[src/rtl/audio_player_if.sv]
// rtl/audio_player_if.sv - control, ROM and audio signal bundle for audio_player
interface audio_player_if #(
    parameter int unsigned ADDR_W = 18
);
    logic              start;
    logic              stop;
    logic [ADDR_W-1:0] rom_addr;
    logic [15:0]       rom_data;
    logic [15:0]       sample;
    logic              sample_valid;
    logic              busy;
    logic              done;
    logic              audio_out;

    modport master (
        output start, stop, rom_data,
        input  rom_addr, sample, sample_valid, busy, done, audio_out
    );

    modport slave (
        input  start, stop, rom_data,
        output rom_addr, sample, sample_valid, busy, done, audio_out
    );
endinterface

[src/rtl/audio_player.sv]
// rtl/audio_player.sv - ROM sample playback with phase-accumulator tick and sigma-delta output
// Define AUDIO_LOOP_EN to wrap to address 0 at end of clip instead of stopping.
module audio_player #(
    parameter int unsigned CLK_HZ      = 100_000_000,
    parameter int unsigned SAMPLE_HZ   = 44100,
    parameter int unsigned ADDR_W      = 18,
    parameter int unsigned NUM_SAMPLES = 176400
) (
    input  logic           clk,
    input  logic           rst,
    audio_player_if.slave  bus
);
    typedef enum logic [1:0] {IDLE, PLAY, FETCH, CAPTURE} state_t;

    localparam logic [ADDR_W-1:0] LAST_ADDR = ADDR_W'(NUM_SAMPLES - 1);

    state_t            state_q, state_d;
    logic [31:0]       acc_q, acc_d;
    logic              tick_q, tick_d;
    logic [ADDR_W-1:0] addr_q, addr_d;
    logic [15:0]       sample_q, sample_d;
    logic              sv_q, sv_d;
    logic              done_q, done_d;
    logic [16:0]       sd_q, sd_d;
    logic [32:0]       phase_sum;
    logic              last;

    assign phase_sum = {1'b0, acc_q} + 33'(SAMPLE_HZ);
    assign last      = (addr_q == LAST_ADDR);

    always_ff @(posedge clk or posedge rst) begin
        if (rst) state_q <= IDLE;
        else     state_q <= state_d;
    end

    // stop outranks start; start outranks everything the FSM would otherwise do
    always_comb begin
        state_d = state_q;
        if (bus.stop) begin
            state_d = IDLE;
        end else if (bus.start) begin
            state_d = PLAY;
        end else begin
            case (state_q)
                IDLE:    state_d = IDLE;
                PLAY:    if (tick_q) state_d = FETCH;
                FETCH:   state_d = CAPTURE;
`ifdef AUDIO_LOOP_EN
                CAPTURE: state_d = PLAY;
`else
                CAPTURE: state_d = last ? IDLE : PLAY;
`endif
                default: state_d = IDLE;
            endcase
        end
    end

    always_comb begin
        acc_d    = acc_q;
        tick_d   = 1'b0;
        addr_d   = addr_q;
        sample_d = done_q ? 16'h0000 : sample_q;
        sv_d     = 1'b0;
        done_d   = 1'b0;
        bus.busy = (state_q != IDLE);
        if (bus.stop) begin
            acc_d    = '0;
            addr_d   = '0;
            sample_d = 16'h0000;
        end else if (bus.start) begin
            acc_d  = '0;
            addr_d = '0;
        end else begin
            if (state_q != IDLE) begin
                if (phase_sum >= 33'(CLK_HZ)) begin
                    acc_d  = phase_sum[31:0] - 32'(CLK_HZ);
                    tick_d = 1'b1;
                end else begin
                    acc_d  = phase_sum[31:0];
                end
            end
            if (state_q == CAPTURE) begin
                sample_d = bus.rom_data;
                sv_d     = 1'b1;
                if (last) begin
                    addr_d = '0;
`ifndef AUDIO_LOOP_EN
                    done_d = 1'b1;
`endif
                end else begin
                    addr_d = addr_q + ADDR_W'(1);
                end
            end
        end
    end

    always_ff @(posedge clk or posedge rst) begin
        if (rst) begin
            acc_q    <= '0;
            tick_q   <= 1'b0;
            addr_q   <= '0;
            sample_q <= 16'h0000;
            sv_q     <= 1'b0;
            done_q   <= 1'b0;
            sd_q     <= '0;
        end else begin
            acc_q    <= acc_d;
            tick_q   <= tick_d;
            addr_q   <= addr_d;
            sample_q <= sample_d;
            sv_q     <= sv_d;
            done_q   <= done_d;
            sd_q     <= sd_d;
        end
    end

    // offset-binary input so a zero sample gives a 50% duty bitstream
    assign sd_d = {1'b0, sd_q[15:0]} + {1'b0, ~sample_q[15], sample_q[14:0]};

    assign bus.rom_addr     = addr_q;
    assign bus.sample       = sample_q;
    assign bus.sample_valid = sv_q;
    assign bus.done         = done_q;
    assign bus.audio_out    = sd_q[16];
endmodule

[src/flat_wrapper.sv]
// flat-port wrapper written by rule: the top's interface ports become plain ports
module audio_player_flat 
#(
    parameter int unsigned CLK_HZ      = 100_000_000,
    parameter int unsigned SAMPLE_HZ   = 44100,
    parameter int unsigned ADDR_W      = 18,
    parameter int unsigned NUM_SAMPLES = 176400
)
  (clk, rst, bus_start, bus_stop, bus_rom_data, bus_rom_addr, bus_sample, bus_sample_valid, bus_busy, bus_done, bus_audio_out);
  audio_player_if #(.ADDR_W(ADDR_W)) bus_i ();
  input  logic clk;
  input  logic rst;
  input wire logic [$bits(bus_i.start)-1:0] bus_start;
  input wire logic [$bits(bus_i.stop)-1:0] bus_stop;
  input wire logic [$bits(bus_i.rom_data)-1:0] bus_rom_data;
  output wire logic [$bits(bus_i.rom_addr)-1:0] bus_rom_addr;
  output wire logic [$bits(bus_i.sample)-1:0] bus_sample;
  output wire logic [$bits(bus_i.sample_valid)-1:0] bus_sample_valid;
  output wire logic [$bits(bus_i.busy)-1:0] bus_busy;
  output wire logic [$bits(bus_i.done)-1:0] bus_done;
  output wire logic [$bits(bus_i.audio_out)-1:0] bus_audio_out;
  assign bus_i.start = bus_start;
  assign bus_i.stop = bus_stop;
  assign bus_i.rom_data = bus_rom_data;
  assign bus_rom_addr = bus_i.rom_addr;
  assign bus_sample = bus_i.sample;
  assign bus_sample_valid = bus_i.sample_valid;
  assign bus_busy = bus_i.busy;
  assign bus_done = bus_i.done;
  assign bus_audio_out = bus_i.audio_out;
  audio_player #(.CLK_HZ(CLK_HZ), .SAMPLE_HZ(SAMPLE_HZ), .ADDR_W(ADDR_W), .NUM_SAMPLES(NUM_SAMPLES)) u_core (.clk(clk), .rst(rst), .bus(bus_i));
endmodule
[config.mk]
export PLATFORM = sky130hd
export DESIGN_NAME = audio_player_flat
export DESIGN_NICKNAME = d
export VERILOG_FILES = /design/src/rtl/audio_player_if.sv /design/src/rtl/audio_player.sv /design/src/flat_wrapper.sv
export SDC_FILE = /design/constraint.sdc
export NUM_CORES = 1
export LEC_CHECK = 0
export BUFFER_PORTS_ARGS = -buffer_cell sky130_fd_sc_hd__buf_2
export CORE_MARGIN = 4
export CORE_UTILIZATION = 55
export DETAILED_ROUTE_END_ITERATION = 12
export PLACE_DENSITY = 0.75
export SLEW_MARGIN = 20
export SYNTH_ARGS = -nofsm -noshare
export SYNTH_HDL_FRONTEND = slang
export SYNTH_SLANG_ARGS = --single-unit
[constraint.sdc]
create_clock -name clk -period 4.2 [get_ports clk]
set_clock_uncertainty 0.2 [all_clocks]
set_input_delay 0.21 -clock clk [delete_from_list [all_inputs] [get_ports clk]]
set_output_delay 0.21 -clock clk [all_outputs]
set_load 0.01 [all_outputs]
After elaboration in Yosys (flattened, before gate mapping)
Cells that the tools add are included.

Output and inout bits: 38. Logic and storage cells: 51. Bits of input ports: 20. Register bits after elaboration: 88.

Reductions and logical operators: 4. Bitwise gates (word level): 1. $lt $le $gt $ge: 1. Equality and inequality tests: 5. Add/subtract/negate cells: 4. Multiplexer cells: 28.

Operators with widths (count): $mux W32 (4); $mux W18 (4); $mux W16 (4); $add A32 B16 Y33 const B (1); $ge A33 B27 Y1 const B (1); $sub A32 B27 Y32 const B (1); $add A18 B1 Y18 const B (1); $eq A18 B18 Y1 const B (1); $add A16 B16 Y17 (1); $mux W1 (12); $pmux W2 S4 (1); $mux W2 (3); $reduce_bool A3 Y1 (2); $eq A2 B2 Y1 const B (2); $ne A4 B3 Y1 const B (1); $eq A2 B1 Y1 const B (1); $logic_not A2 Y1 (1); $reduce_bool A2 Y1 (1); $not A1 Y1 (1).

Depth between registers and ports, before layout
Gate-level depths: netlist of run 1.

Depth after elaboration: 6. Gate-level depth with buffers: 14. Mapped depth without buffers: 13.

Least setup slack after synthesis of run 1
No wires, ideal clock.

Kind: register to register. Start: reg u_core.acc_q[2]. End: reg u_core.acc_q[10]. Setup slack: 0.833 ns. Arrival time: 3.089 ns. Period minus slack after synthesis: 3.367 ns. Path buffers: 0. Required time: 3.922 ns. Library setup time: 0.078 ns. Stages on the path, launching flop included: 12. Cells stage by stage: dfrtp_1 -> ha_1 -> a31o_2 -> and2_1 -> or3_1 -> a211oi_1 -> a211oi_1 -> o211ai_2 -> nand3_4 -> and3_1 -> or4_1 -> a21oi_1.

Cells in the longest elaborated chain, start to end: 6. Elaborated cells on any way between the ends: 7. Classes of those cells: add/sub (2); order compare (1); mux (4).

Ends and longest elaborated chain: start: declaration (RTL line audio_player.sv:18) `logic [31:0] acc_q, acc_d;`; start signal: assignment (RTL line audio_player.sv:99) `acc_q <= '0;`; start signal: assignment (RTL line audio_player.sv:107) `acc_q <= acc_d;`; $add A32 B16 Y33 (*) (RTL line audio_player.sv:28) `assign phase_sum = {1'b0, acc_q} + 33'(SAMPLE_HZ);`; $sub A32 B27 Y32 or $ge A33 B27 Y1 (tied branches) (RTL line audio_player.sv:76, audio_player.sv:75); $mux W32 (*) (RTL line audio_player.sv:75) `if (phase_sum >= 33'(CLK_HZ)) begin`; $mux W32 (*) (RTL line audio_player.sv:74) `if (state_q != IDLE) begin`; $mux W32 (*) (RTL line audio_player.sv:70) `end else if (bus.start) begin`; $mux W32 (*) (RTL line audio_player.sv:66) `if (bus.stop) begin`.

Mark *: on every way between the ends. The rest lies on a longest branch, timed or not. The select of a mux whose other input is x is not followed. A chain may end at the register's enable or synchronous reset.

Worst setup path in the final report of run 1
Same ends and word-level chain as after synthesis.

==> results of run 1 <==
-- synth_stat cells, types with 3 or more instances --
master,count
a311oi_1,3
nor2b_1,9
o31ai_1,14
a31oi_1,18
o211ai_1,8
inv_1,30
nor3_1,18
buf_2,7
a41oi_1,4
a21oi_1,35
nor2_1,45
ha_1,24
clkbuf_1,18
buf_1,3
a2111oi_0,4
a22o_1,17
or4_1,4
nand2b_1,6
xor2_1,14
and2_1,6
nor3b_1,4
nand2_1,56
nand4_1,7
nand3_1,28
a21o_1,4
a21boi_0,4
xnor2_1,27
buf_4,6
or3_1,10
and3_1,13
o21ai_0,42
o22ai_1,4
mux2i_1,3
a211oi_1,15
dfrtp_1,86
or2_1,3
o211a_1,3
-- power groups by stage --
stage | combinational, uW | clock, uW | sequential [uW]
2_1_floorplan | 272 | 0 | 935
3_3_place_gp | 332 | 0 | 945
3_5_place_dp | 346 | 0 | 949
4_1_cts | 362 | 636 | 933
5_1_grt | 411 | 666 | 941
6_report | 365 | 620 | 933
-- final cells by class --
cell class,instances,area share [%]
repair buffers,91,8.87
clock buffers,10,2.08
inverters,30,1.74
multi-input cells,505,51.2
well taps,136,2.57
flip-flops and latches,86,32.5
clock inverters,6,1.04
-- critical path, stage by stage, from the launching register on --
cell	delay, ns
dfrtp_1	0.47
ha_1	0.31
a31o_2	0.32
and2_1	0.22
or3_1	0.38
a211oi_1	0.33
a211oi_1	0.12
o211ai_2	0.33
nand3_4	0.30
and3_1	0.31
or4_1	0.46
a21oi_1	0.15
-- cell families (layout without fill, tap and decap cells) --
| kind of cell | after synthesis | in the layout |
|---|---|---|
| simple gates | 229 | 229 |
| compound gates | 206 | 206 |
| flops | 86 | 86 |
| buf+inv | 65 | 137 |
| xor+xnor | 42 | 42 |
| fa+ha+maj | 25 | 25 |
| mux | 3 | 3 |
-- registers in the layout (all words and copies together), names as in the netlist --
register	flops
u_core.state_q	2
u_core.sd_q	17
u_core.bus.sample	16
u_core.bus.rom_addr	18
u_core.acc_q	30
u_core.tick_q	1
u_core.bus.sample_valid	1
u_core.bus.done	1
-- per-layer routing --
metal | GRT usage, % | vias to the layer above | part of all wire, %
met3 | 4.37 | 35 | 5.7
met1 | 32.3 | 2642 | 44
met4 | 11.1 | 0 | 2.6
met2 | 40.9 | 203 | 48
met5 | 0 | - | 0
li1 | - | 2556 | -
-- metrics by stage --
step | utilization, % | worst slack [ns] | std cells | hold WS, ns | instance area (sq um)
final | 64.2 | 0.209 | 864 | 0.161 | 6630
after global routing | 64.2 | 0.0199 | 864 | 0.166 | 6630
after CTS | 64.1 | 0.165 | 864 | 0.106 | 6610
after detailed placement | 60.2 | 0.210 | 829 | 0.236 | 6220
after global placement | 60.2 | 0.394 | 829 | 0.231 | 6220
after floorplan | - | 0.833 | 656 | 0.123 | 5810
-- final timing paths --
path | start | endpoint | slack [ns] | cells past startpoint
max in group asynchronous | rst | u_core.acc_q[27]$_DFFE_PP0P_ | 2.61 | 4
setup reg to reg | u_core.acc_q[2]$_DFFE_PP0P_ | u_core.acc_q[10]$_DFFE_PP0P_ | 0.21 | 11
hold reg to reg | u_core.sd_q[0]$_DFF_PP0_ | u_core.sd_q[0]$_DFF_PP0_ | 0.28 | 1
min in group asynchronous | rst | u_core.bus.sample[5]$_DFF_PP0_ | 0.31 | 3
hold / removal | bus_start | u_core.acc_q[26]$_DFFE_PP0P_ | 0.16 | 5
setup / recovery | u_core.acc_q[2]$_DFFE_PP0P_ | u_core.acc_q[10]$_DFFE_PP0P_ | 0.21 | 11
-- timing repair --
item                                    4_1_cts  5_1_grt
hold buffers                                 19        0
endpoints found under the setup margin        0        3
resized for setup                             0        2
endpoints found under the hold margin        71        0
==> reports/metrics.csv, run 1 <==
metric,value,unit
final WL,15.2,mm
vias per cell,6.29,
cell taking the most area after synthesis,dfrtp_1,
Net Switching,577,uW
Adder-Cell Fraction of Synth Area,5.51,%
Sink Count,86,
CTS tree,built,
CTS H-Tree Depth,3,
"EDFF count, synth",0,
gpl congestion,0.963,
post-synthesis xor/xnor area fraction,6.46,%
Boundary Pins,58,
"Async S/R FF share, synth",100,%
minimum clock period after layout,3.99,ns
Synth area leaders,"dfrtp_1 (37%), ha_1 (5.2%), xnor2_1 (4.1%), nand2_1 (3.6%), o21ai_0 (3.6%)",
GRT Total Usage,25.0,%
routed via count,5436,
RSZ-0062 raised after global routing,false,
Yosys top cell area share,37.0,%
layout cell share with drive strength beyond 1,15.9,%
Yosys warning count,0,
Seq. cell area,2150,sq um
first-pass GRT wire length,25.7,mm
First-pass DRT Iterations,5,
most frequent cells in the layout,"dfrtp_1 (86), buf_2 (57), nand2_1 (56), nor2_1 (45), o21ai_0 (42)",
Worst Tran Pin Value,0.941,ns
status,"finished, final reports clean",
DRC Markers,0,
core area,10300,sq um
post-CTS setup buffers,0,
"Cell Area, Synth",5810,sq um
FMAX,0.251,GHz
endpoint class of the critical path,register,
initial antenna violation count,0,
Comb pwr share,19.1,%
Worst slew margin,37.1,%
NumNets Final,768,
"most common cell after layout, fill and taps aside",dfrtp_1,
largest family of logic cells by synthesized area,compound AO/OA/AOI/OAI gates,
# fillers,845,
post-synthesis cell count,656,
total power,1920,uW
TNS Setup,0,ns
global route overflow,0,
Hold/Removal Path Class,primary input to register,
row count,37,
Compound-Gate Fraction of Synth Area,24.8,%
TritonCTS Buffers,9,
Yosys cell types,79,
sw frac,30.1,%
clk root buf,clkbuf_8,
Multi-input gate area,3390,sq um
detailed router's first-iteration violation count,367,
vias in the first global route,5372,
Die Wd,111,microns
max-slew violations,0,
Die H,111,microns
WS Path Type,register to register,
Initial Util,56.3,%
Final Hold Vio Count,0,
area share of and/or/nand/nor cells after synthesis,20.9,%
Clk pwr share,32.3,%
Cell Int Power,1340,uW
post-synthesis mux area share,0.517,%
syn_nets,701,
Leakage Power,0.00302,uW
deepest clock path buffer count,2,
Detail Route Antenna Nets,0,
largest net degree at the start of global routing,56,
Required @ worst endpoint,4.28,ns
dominant synthesized flop cell,dfrtp_1,
number of diodes,0,
HPWL Detailed,10.6,mm
later-pin clock latency in the skew report,0.37,ns
Sequential Power Share,48.6,%
crit path launch type,register,
final setup fails,0,
Max-Cap Viols,0,
post-synthesis average cell area,8.86,sq um
critical path peak fanout,23,
arrival time worst endpoint,4.07,ns
Worst IR Drop VDD,0.230,mV
register bit count reported by yosys,86,
Area Growth Syn to Fin,14.0,%
port bufs,57,
clock-pin slew of the registers on the worst-case setup and hold paths,0.10,ns
crit share post-route,95.0,%
average routed wire per standard cell,17.6,microns
register area share after synthesis,37.0,%
pwr/cell area,289,nW/um^2
full die area,12300,sq um
No activity file was read; power rests on OpenSTA's default activity.
==> run 2, diff against run 1 <==
Settings changed: CAP_MARGIN from default to 20, CORE_UTILIZATION 55 to 60, PLACE_DENSITY 0.75 to default, PLACE_DENSITY_LB_ADDON from default to 0.1.
==> reports/metrics.csv, run 2 (synthesis gave the netlist of run 1 again) <==
metric,value,unit,change
largest net degree at the start of global routing,64,,+14%
arrival time worst endpoint,4.01,ns,-0.06 ns
detailed router's first-iteration violation count,252,,-31%
core area,9330,sq um,-9.6%
status,"finished, final reports clean",,
Cell Int Power,1280,uW,-4.5%
Worst slew margin,45.5,%,+8.5 points
NumNets Final,766,,-0.26%
row count,35,,-5.4%
clk root buf,clkbuf_8,,
max-slew violations,0,,unchanged
first-pass GRT wire length,25.2,mm,-1.9%
Sink Count,86,,unchanged
TritonCTS Buffers,9,,unchanged
Worst Tran Pin Value,0.816,ns,-0.125 ns
gpl congestion,0.927,,-3.7%
max FFs per register,30,,unchanged
full die area,11300,sq um,-7.7%
later-pin clock latency in the skew report,0.36,ns,about the same
Die H,106,microns,-3.9%
number of diodes,0,,unchanged
Required @ worst endpoint,4.28,ns,about the same
global route overflow,0,,unchanged
endpoint class of the critical path,register,,
clock-pin slew of the registers on the worst-case setup and hold paths,0.10,ns,about the same
Final Hold Vio Count,0,,unchanged
metal3 WL,940,microns,+8.0%
Hold/Removal Path Class,primary input to register,,
metal2 WL,7.54,mm,+3.5%
Clk pwr share,31.6,%,-0.7 points
Util after Layout,70.7,%,+6.5 points
critical-path cell list,nand4_2 -> or4_4 -> a21oi_4 -> o211ai_1 -> a21oi_2 -> and4b_1 -> nand3_4 -> and3_1 -> or4_1 -> a21oi_1,,
WL met1,6.25,mm,-5.9%
vias in the first global route,5251,,-2.3%
First-pass DRT Iterations,6,,+1
Max Used Layer,met4,,
Worst IR Drop VDD,0.251,mV,+9.0%
crit path launch type,register,,
RSZ-0062 raised after global routing,false,,
Die Wd,106,microns,-3.9%
Crit-path slowest cell,or4_4,,
Boundary Pins,58,,unchanged
Min-Delay Startpoint,bus_start,,
GRT Total Usage,27.1,%,+2.1 points
Detail Route Antenna Nets,0,,unchanged
CTS H-Tree Depth,3,,unchanged
Sequential Power Share,49.1,%,+0.5 points
port bufs,57,,unchanged
final WL,15.0,mm,-1.5%
Max-Cap Viols,0,,unchanged
Area Growth Syn to Fin,13.5,%,
CTS tree,built,,
most frequent cells in the layout,"dfrtp_1 (86), buf_2 (57), nand2_1 (56), nor2_1 (45), o21ai_0 (42)",,
DRC Markers,0,,unchanged
CP startpoint,u_core.acc_q[19]$_DFFE_PP0P_,,
FMAX,0.255,GHz,+1.6%
average routed wire per standard cell,17.5,microns,-0.48%
reg2reg start,u_core.acc_q[19]$_DFFE_PP0P_,,
"most common cell after layout, fill and taps aside",dfrtp_1,,
HPWL Detailed,10.4,mm,-2.1%
WS Path Type,register to register,,
pwr/cell area,289,nW/um^2,-0.27%
Comb pwr share,19.3,%,+0.2 points
final setup fails,0,,unchanged
initial antenna violation count,0,,unchanged
minimum clock period after layout,3.93,ns,-0.0645 ns
vias per cell,6.29,,about the same
critical path peak fanout,17,,-26%
TNS Setup,0,ns,unchanged
Net Switching,624,uW,+8.0%
routed via count,5380,,-1.0%
deepest clock path buffer count,2,,unchanged
crit share post-route,93.5,%,-1.5 points
CP peak stage delay,0.58,ns,+0.11 ns
layout cell share with drive strength beyond 1,15.7,%,-0.23 points
Initial Util,62.3,%,+6.0 points
sw frac,32.7,%,+2.6 points
Leakage Power,0.00300,uW,-0.52%
Largest Register,u_core.acc_q,,
==> run 2: critical path, delay by kind of cell (launching register included) <==
family / cells / cell delay [ns]
AND/OR/NAND/NOR: 6 / 2.26
flip-flops: 1 / 0.56
AO/OA/AOI/OAI: 4 / 0.81
==> run 2: cell type report <==
cell class / count / area (sq um)
Clock buffer: 9 / 124
Timing Repair Buffer: 89 / 571
Multi-Input combinational cell: 505 / 3390
Tap cell: 129 / 161
Inverter: 30 / 115
Clock inverter: 7 / 80.1
Fill cell: 725 / 2730
Sequential cell: 86 / 2150
==> run 2: metrics by stage <==
stage	instances	area (sq um)	power, uW	setup WS [ns]	hold WS [ns]
2_1_floorplan	656	5810	1210	0.833	0.123
3_3_place_gp	821	6200	1280	0.398	0.231
3_5_place_dp	821	6200	1300	0.360	0.236
4_1_cts	855	6580	1910	0.325	0.0155
5_1_grt	855	6600	1990	0.0256	0.0501
6_report	855	6600	1900	0.273	0.0438
==> run 2: path summary, 6_finish.rpt <==
| kind | end | slack [ns] | depth (start not counted) |
|---|---|---|---|
| worst min-delay path | u_core.state_q[0]$_DFFE_PP0P_ | 0.04 | 3 |
| worst max-delay path | u_core.acc_q[10]$_DFFE_PP0P_ | 0.27 | 10 |
| min in group asynchronous | u_core.bus.sample[9]$_DFF_PP0_ | 0.34 | 3 |
| worst min register to register | u_core.sd_q[0]$_DFF_PP0_ | 0.29 | 1 |
| max in group asynchronous | u_core.sd_q[15]$_DFF_PP0_ | 2.64 | 4 |
| worst max register to register | u_core.acc_q[10]$_DFFE_PP0P_ | 0.27 | 10 |
==> run 2: routing by layer <==
metal | GRT usage (%) | vias to the layer above
met2 | 47.6 | 213
met4 | 7.49 | 0
met3 | 4.68 | 25
li1 | - | 2554
met5 | 0 | -
met1 | 34.4 | 2588
==> run 2: power groups by stage <==
| stage | Combinational, uW | Clock [uW] | Sequential, uW |
|---|---|---|---|
| finish | 368 | 601 | 934 |
| global route | 410 | 643 | 941 |
| CTS | 363 | 614 | 934 |
| detailed placement | 348 | 0 | 949 |
| global placement | 331 | 0 | 946 |
| floorplan | 272 | 0 | 935 |
==> run 2: timing repair <==
| item | in CTS | in global routing |
|---|---|---|
| hold endpoints to repair | 79 | 0 |
| setup endpoints to repair | 0 | 2 |
| setup buffers | 0 | 0 |
| resized for setup | 0 | 1 |
| hold buffers | 18 | 0 |
==> run 3, diff against run 2 <==
Settings changed: CORE_UTILIZATION 60 to 63.
Clock period 4.2 ns to 4.9 ns, I/O delays scaled along.
==> reports/metrics.csv, run 3 (synthesis gave the netlist of run 1 again) <==
metric,value,unit,change
Worst slew margin,26.9,%,-19 points
# fillers,665,,-8.3%
Detail Route Antenna Nets,0,,unchanged
Worst Tran Pin Value,1.09,ns,+0.278 ns
placed cell area,6110,sq um,-1.5%
status,"finished, final reports clean",,
Min-Delay Startpoint,bus_start,,
vias in the first global route,5301,,+0.95%
layout cell share with drive strength beyond 1,14.4,%,-1.3 points
max-slew violations,0,,unchanged
CP peak stage delay,0.67,ns,+0.09 ns
HPWL Detailed,9.95,mm,-3.9%
average routed wire per standard cell,17.6,microns,+0.74%
NumNets Final,757,,-1.2%
"delay-heaviest family, CP",simple AND/OR/NAND/NOR gates,,
Resize count post-CTS,0,,unchanged
largest net degree at the start of global routing,59,,-7.8%
final worst slack,0.738,ns,+0.465 ns
later-pin clock latency in the skew report,0.36,ns,about the same
clk root buf,clkbuf_8,,
TNS Setup,0,ns,unchanged
TritonCTS Buffers,9,,unchanged
max FFs per register,30,,unchanged
critical-path cell list,nand3_1 -> or4_4 -> a21oi_4 -> o211ai_1 -> a21oi_2 -> and4b_1 -> nand3_4 -> and3_1 -> or4_1 -> a21oi_1,,
Die Wd,104,microns,-2.2%
detailed router's first-iteration violation count,208,,-17%
GRT Total Usage,27.2,%,+0.096 points
Worst R2R End,u_core.acc_q[10]$_DFFE_PP0P_,,
Seq. cell area,2150,sq um,unchanged
Sink Count,86,,unchanged
Layout Cell Area excl Fill,6470,sq um,-2.0%
Max-Cap Viols,0,,unchanged
reg2reg start,u_core.acc_q[17]$_DFFE_PP0P_,,
critical path peak fanout,26,,+9
Area Growth Syn to Fin,11.3,%,
CTS H-Tree Depth,3,,unchanged
Leakage Power,0.00295,uW,-1.7%
final setup fails,0,,unchanged
Initial Util,65.7,%,+3.4 points
deepest clock path buffer count,2,,unchanged
Buf/Inv on CP,0,,unchanged
gpl congestion,0.971,,+4.7%
WS Path Type,register to register,,
Worst IR Drop VDD,0.180,mV,-28%
FMAX,0.240,GHz,-5.6%
row count,34,,-2.9%
vias per cell,6.47,,+2.9%
crit path launch type,register,,
Largest Register,u_core.acc_q,,
pwr/cell area,246,nW/um^2,-15%
clock-pin slew of the registers on the worst-case setup and hold paths,0.09,ns,about the same
most frequent cells in the layout,"dfrtp_1 (86), buf_2 (57), nand2_1 (56), nor2_1 (45), o21ai_0 (42)",,
Multi-input gate area,3380,sq um,-0.33%
Required @ worst endpoint,4.99,ns,+0.71 ns
CTS tree,built,,
global route overflow,0,,unchanged
Reg2Reg Depth,10,,unchanged
endpoint class of the critical path,register,,
Die H,104,microns,-2.2%
pre-CTS WS,0.802,ns,+0.442 ns
Worst Hold Path Cells,3,,unchanged
DRC Markers,0,,unchanged
Hold/Removal Path Class,primary input to register,,
initial antenna violation count,0,,unchanged
first-pass GRT wire length,25.0,mm,-0.93%
arrival time worst endpoint,4.25,ns,+0.24 ns
"most common cell after layout, fill and taps aside",dfrtp_1,,
r2r setup slk,0.74,ns,+0.47 ns
Util after Layout,73.1,%,+2.4 points
First-pass DRT Iterations,5,,-1
minimum clock period after layout,4.16,ns,+0.235 ns
core area,8850,sq um,-5.1%
final WL,14.5,mm,-2.9%
Boundary Pins,58,,unchanged
full die area,10800,sq um,-4.4%
Crit-path slowest cell,or4_4,,
Final Hold Vio Count,0,,unchanged
hold worst-path end,u_core.state_q[0]$_DFFE_PP0P_,,
RSZ-0062 raised after global routing,false,,
crit share post-route,84.9,%,-8.6 points
routed via count,5335,,-0.84%
port bufs,57,,unchanged
cell count along the critical path,10,,unchanged
number of diodes,0,,unchanged
[run 3: metal layers]
metal | vias up | global-route usage, % | part of all wire (%)
li1 | 2538 | - | -
met3 | 30 | 4.66 | 5.9
met4 | 0 | 9.21 | 1.9
met5 | - | 0 | 0
met2 | 176 | 46.0 | 50
met1 | 2591 | 35.4 | 43
[run 3: cell type report]
type                       instances  area share [%]
sequential                        86            33.3
timing repair buffer              80            7.78
tap                              108            2.09
multi-input combinational        505            52.3
inverter                          30            1.76
clock buffer                      10            2.13
clock inverter                     5           0.658
[run 3: repair_timing]
action,CTS,global route
hold buffers,18,0
buffers inserted,0,0
hold endpoints to repair,45,0
[run 3: how the worst max path moves through the flow]
stage,slack [ns],startpoint,end
2_1_floorplan,1.53,u_core.acc_q[2]$_DFFE_PP0P_,u_core.acc_q[10]$_DFFE_PP0P_
3_3_place_gp,0.96,u_core.acc_q[17]$_DFFE_PP0P_,u_core.acc_q[19]$_DFFE_PP0P_
3_5_place_dp,0.80,u_core.acc_q[17]$_DFFE_PP0P_,u_core.acc_q[10]$_DFFE_PP0P_
4_1_cts,0.78,u_core.acc_q[17]$_DFFE_PP0P_,u_core.acc_q[10]$_DFFE_PP0P_
5_1_grt,0.52,u_core.acc_q[17]$_DFFE_PP0P_,u_core.acc_q[10]$_DFFE_PP0P_
6_report,0.74,u_core.acc_q[17]$_DFFE_PP0P_,u_core.acc_q[10]$_DFFE_PP0P_
[run 3: through the flow]
| step | hold WS, ns | total power [uW] | cells |
|---|---|---|---|
| 3_3_place_gp | 0.0814 | 1090 | 791 |
| 4_1_cts | 0.0241 | 1600 | 824 |
| 6_report | 0.0267 | 1590 | 824 |
| 3_5_place_dp | 0.0991 | 1110 | 791 |
| 5_1_grt | 0.0436 | 1680 | 824 |
| 2_1_floorplan | 0.158 | 1030 | 656 |
[run 3: power breakdown]
group	total, uW	internal (uW)	switching [uW]	leakage [uW]
sequential	801	768	33.8	0.00118
combinational	308	124	184	0.00167
clock	481	203	278	0.0000950
[run 3: tightest hold or removal path, delay by kind of cell]
kind	cells	cell delay, ns
AOI/OAI and AO/OA	2	0.19
buffers and inverters	1	0.11
